--- src/rtl/nibble_sched_pkg.sv ---
// Shared types and constants for the nibble transmit scheduler.
package nibble_sched_pkg;

  typedef enum logic [2:0] {
    IDLE  = 3'd0,
    ASK   = 3'd1,
    WAIT  = 3'd2,
    LOAD  = 3'd3,
    DRAIN = 3'd4
  } state_t;

  localparam int             CNT_W   = 8;
  localparam logic [CNT_W-1:0] CNT_MAX = 8'd255;

endpackage

--- src/rtl/nibble_tx_scheduler_rr_arbiter.sv ---
// Combinational round-robin pick: lowest index at or after ptr (mod NREQ) with req set.
module rr_arbiter #(
  parameter  int NREQ = 4,
  localparam int IW   = $clog2(NREQ)
) (
  input  logic [NREQ-1:0] req,
  input  logic [IW-1:0]   ptr,
  output logic [IW-1:0]   win_id,
  output logic            any_req
);

  int idx;

  // Scan from the far end back toward ptr so the closest candidate is assigned last.
  always_comb begin
    win_id  = '0;
    any_req = |req;
    idx     = 0;
    for (int k = NREQ - 1; k >= 0; k--) begin
      idx = int'(ptr) + k;
      if (idx >= NREQ) idx = idx - NREQ;
      if (req[idx]) win_id = IW'(idx);
    end
  end

endmodule

--- src/rtl/nibble_tx_scheduler.sv ---
// Round-robin scheduler feeding one nibble serializer from NREQ sources.
// Optional per-source grant counters are enabled with NIBBLE_SCHED_STATS_EN.
module nibble_tx_scheduler
  import nibble_sched_pkg::*;
#(
  parameter  int NREQ   = 4,
  parameter  int SETTLE = 1,
  parameter  int DW     = 4,
  localparam int IW     = $clog2(NREQ)
) (
  input  logic              sclk,
  input  logic              rst,
  input  logic [NREQ-1:0]   req,
  output logic [NREQ-1:0]   ask_for_data,
  input  logic [NREQ*DW-1:0] data_in,
  output logic [DW-1:0]     tx_data,
  output logic              tx_start,
  input  logic              tx_busy,
  output logic [IW-1:0]     grant_id,
  output logic              sched_busy
`ifdef NIBBLE_SCHED_STATS_EN
  ,
  output logic [NREQ*CNT_W-1:0] grant_cnt
`endif
);

  state_t          state, state_nxt;
  logic [3:0]      cnt;
  logic [IW-1:0]   ptr, win_id;
  logic            any_req;

  rr_arbiter #(.NREQ(NREQ)) u_arb (
    .req     (req),
    .ptr     (ptr),
    .win_id  (win_id),
    .any_req (any_req)
  );

  always_ff @(posedge sclk) begin
    if (rst) state <= IDLE;
    else     state <= state_nxt;
  end

  always_comb begin
    state_nxt = state;
    case (state)
      IDLE:    if (any_req)   state_nxt = ASK;
      ASK:                    state_nxt = WAIT;
      WAIT:    if (cnt == '0) state_nxt = LOAD;
      LOAD:    if (tx_busy)   state_nxt = DRAIN;
      DRAIN:   if (!tx_busy)  state_nxt = IDLE;
      default:                state_nxt = IDLE;
    endcase
  end

  // Outputs decode only registered state, so no input reaches an output combinationally.
  always_comb begin
    ask_for_data = '0;
    if (state == ASK) ask_for_data[grant_id] = 1'b1;
    tx_start   = (state == LOAD);
    sched_busy = (state != IDLE);
  end

  always_ff @(posedge sclk) begin
    if (rst) begin
      ptr      <= '0;
      grant_id <= '0;
      tx_data  <= '0;
      cnt      <= '0;
    end else begin
      if (state == IDLE && any_req) begin
        grant_id <= win_id;
        ptr      <= (win_id == IW'(NREQ - 1)) ? '0 : win_id + 1'b1;
      end
      if (state == ASK)
        cnt <= 4'(SETTLE - 1);
      else if (state == WAIT && cnt != '0)
        cnt <= cnt - 1'b1;
      if (state == WAIT && cnt == '0)
        tx_data <= data_in[grant_id*DW +: DW];
    end
  end

`ifdef NIBBLE_SCHED_STATS_EN
  for (genvar i = 0; i < NREQ; i++) begin : g_cnt
    logic [CNT_W-1:0] c;
    always_ff @(posedge sclk) begin
      if (rst)
        c <= '0;
      else if (state == ASK && grant_id == IW'(i) && c != CNT_MAX)
        c <= c + 1'b1;
    end
    assign grant_cnt[i*CNT_W +: CNT_W] = c;
  end
`endif

endmodule

--- config.mk ---
export PLATFORM = sky130hd
export DESIGN_NAME = nibble_tx_scheduler
export DESIGN_NICKNAME = d
export VERILOG_FILES = /design/src/rtl/nibble_sched_pkg.sv /design/src/rtl/nibble_tx_scheduler_rr_arbiter.sv /design/src/rtl/nibble_tx_scheduler.sv
export SDC_FILE = /design/constraint.sdc
export NUM_CORES = 1
export LEC_CHECK = 0
export ABC_AREA = 1
export BUFFER_PORTS_ARGS = -buffer_cell sky130_fd_sc_hd__buf_2
export CORE_UTILIZATION = 44
export CTS_CLUSTER_SIZE = 8
export DETAILED_ROUTE_END_ITERATION = 8
export PLACE_DENSITY = 0.74
export REMOVE_ABC_BUFFERS = 1
export SETUP_SLACK_MARGIN = 0.3
export SLEW_MARGIN = 20
export SYNTH_ARGS = -nofsm -noshare
export SYNTH_HDL_FRONTEND = slang
export SYNTH_SLANG_ARGS = --single-unit
--- constraint.sdc ---
create_clock -name sclk -period 1.3 [get_ports sclk]
set_clock_uncertainty 0.05 [all_clocks]
set_input_delay 0.26 -clock sclk [delete_from_list [all_inputs] [get_ports sclk]]
set_output_delay 0.26 -clock sclk [all_outputs]
set_load 0.005 [all_outputs]
==> metrics <==
Clock Tree Buf Depth=2; DRC viols=0; hpwl dp=2.12 mm; Mapped Cells=154; Clock transition at path regs=100 ps; Final Hold Viols=0; Seq/Total Area, Yosys=29.0%; critical path class=reg2reg; port bufs=34; CTS Sinks=15; FF+latch count, synth=15; CP startpoint kind=flop; Slew @ Worst Pin=326 ps; Fin Setup TNS=-1830 ps; io pins=35; RePlAce Congestion=0.765; Leakage Power=0.881 nW; Initial Utilization=46.9%; number of DRC violations after detailed-routing iteration 0=52; slowest CP cell=dfxtp_4; largest net degree at the start of global routing=11; synthesized area=1040 sq um; Post-synth EDFFs=0; Final Critical Period=1480 ps; Critical Path, Cell by Cell=inv_6 -> nand2_2 -> nand3_2 -> nand2_1 -> nand3_2 -> nand2_2 -> nand2_2 -> nand3_2 -> inv_1 -> nor2_1 -> nor2_1; syn_area_per_cell=6.74 sq um; most instantiated library cell after synthesis=nand2_1; Hold Path Cell Cnt=2; pre-CTS setup slack=-183 ps; R2R Setup Slk=-180 ps; max_slew headroom=78.3%; # rows=17; total design power=3.34 mW; hold-fix buffers at CTS=0; dpl cells=225; Hold Crit Start=rst; ANT cells=0; Slew Limit Fails=0; vias in the first global route=1260; post-DR wirelength/cell=16.2 microns; GRT Total Usage=26.7%; unrepaired setup endpoints after global routing=true; CTS Buf Count=3; H-tree depth=1; CP peak stage delay=420 ps; Async SR Flop Fraction=0%; synth cell count leaders=32 x nand2_1, 19 x inv_1, 18 x nand3_1; Max Clk Rate=0.677 GHz; initial antenna violation count=0; clock latency on the worst-skew pair=290 ps; Post-DRT Antenna Nets=0; fin cells=251; worst vdd ir=1.18 mV; Die W=50.6 microns; Primary FF master, synth=dfxtp_1; drt total wl=4.07 mm; MaxCap Viol Count=0; DIE AREA=2560 sq um; chip height=50.6 microns; status=complete, but fails checks; Root Buffer=clkbuf_4; final net count=248; synth unique cells=29; critical-path maximum fanout=8; violated checks=negative setup slack; Via density=5.57; via count=1397; area share of the largest cell type after synthesis=29.0%; crit path DAT=1630 ps; Worst Path Required=1450 ps; DRT Pass-1 Iters=4; Final Cycle Share=114%; r2r endpoint=ptr[1]$_SDFFE_PP0P_; worst min path class=in2reg; layout cells sized above 1=72.2%; first-pass GRT wire length=5.15 mm; Syn-to-layout area delta=80.9%; P per Cell Area=1780 nW/um^2; Worst Hold End=ptr[0]$_SDFFE_PP0P_; leading area contributor after synthesis=dfxtp_1; R2R depth=11; Final setup viols=19; CTS tree=yes; startpoint of the worst register-to-register path=ptr[0]$_SDFFE_PP0P_; top post-synthesis cells by area=dfxtp_1 29%, nand2_1 12%, nand3_1 8.7%; CP endpoint kind=flop; Core Region=2210 sq um; Placed Area=1310 sq um; total gr overflow=0; final setup margin=-178 ps; Yosys warnings=0; Finished Cell Area=1880 sq um
-- repair_timing --
action | CTS | global route
setup buffers | 15 | 7
gates cloned | 0 | 0
resized for setup | 51 | 55
setup endpoints to repair | 27 | 27
pin swaps | 4 | 13
-- per-stage QoR --
| stage | util (%) | hold WS [ps] |
|---|---|---|
| global placement | 59.2 | 397 |
| finish | 84.8 | 115 |
| CTS | 72.5 | 123 |
| detailed placement | 59.2 | 431 |
| global route | 84.8 | 114 |
| floorplan | - | 279 |
-- routing by layer --
layer / track usage (%) / share of wire, %
met5: 0 / 0
met4: 12.0 / 2.9
met3: 4.85 / 4.7
met2: 49.1 / 56
met1: 29.3 / 36
-- worst max-delay path by stage --
stage	start	endpoint	slack (ps)	cells after the start
after CTS	cnt[0]$_SDFFE_PP0P_	state[2]$_SDFFE_PP0P_	-130	9
after floorplan	cnt[0]$_SDFFE_PP0P_	state[1]$_SDFFE_PP0P_	-80	9
after detailed placement	cnt[1]$_SDFFE_PP0P_	state[2]$_SDFFE_PP0P_	-180	9
after global routing	grant_id[0]$_SDFFE_PP0P_	ask_for_data[1]	-230	3
final	ptr[0]$_SDFFE_PP0P_	ptr[1]$_SDFFE_PP0P_	-180	11
after global placement	cnt[1]$_SDFFE_PP0P_	state[2]$_SDFFE_PP0P_	-120	9
-- cells by family after synthesis --
kind of cell / synth area share, %
compound gates: 17.7
fa+ha+maj: 1.21
buf+inv: 10.4
flops: 29.0
mux: 0.965
simple gates: 40.8
-- cell type report --
class                      count  area (sq um)
timing repair buffer          67           465
tap                           28          35.0
fill                         119           335
clock inverter                 1          5.00
clock buffer                   3          22.5
sequential                    15           332
multi-input combinational    113           902
inverter                      24           115
-- flip-flops by register name, summed over array words and instances (netlist names) --
signal	count
cnt	4
tx_data	4
grant_id	2
ptr	2
state	3
-- power breakdown --
part	leakage, nW	internal [mW]	switching (mW)
clock network	0.0177	0.115	0.172
registers	0.130	0.616	0.191
logic	0.733	1.00	1.25
-- worst max-delay path, delay by kind of cell, from the launching register on --
| kind | cells | cell delay [ps] |
|---|---|---|
| DFF | 1 | 420 |
| buffers and inverters | 2 | 140 |
| and+or+nand+nor | 9 | 790 |
-- cells in the final DEF (no fill, tap or decap), types with 2 or more instances in the layout --
cell type	count
a21oi_2	3
nor2_1	5
buf_4	27
a211oi_2	2
a21oi_1	3
a22oi_1	4
inv_2	3
nor2_4	3
nor3_2	3
nand2_2	15
nor3_4	3
nand3_2	8
nand3_1	9
nor2_2	6
nand3_4	2
dfxtp_4	6
buf_2	30
a41oi_2	4
nand2_1	21
dfxtp_1	2
buf_6	10
inv_4	8
o21ai_2	7
nand2_4	4
dfxtp_2	7
inv_1	12
clkbuf_4	3
Power figures use the tool's default switching activity.
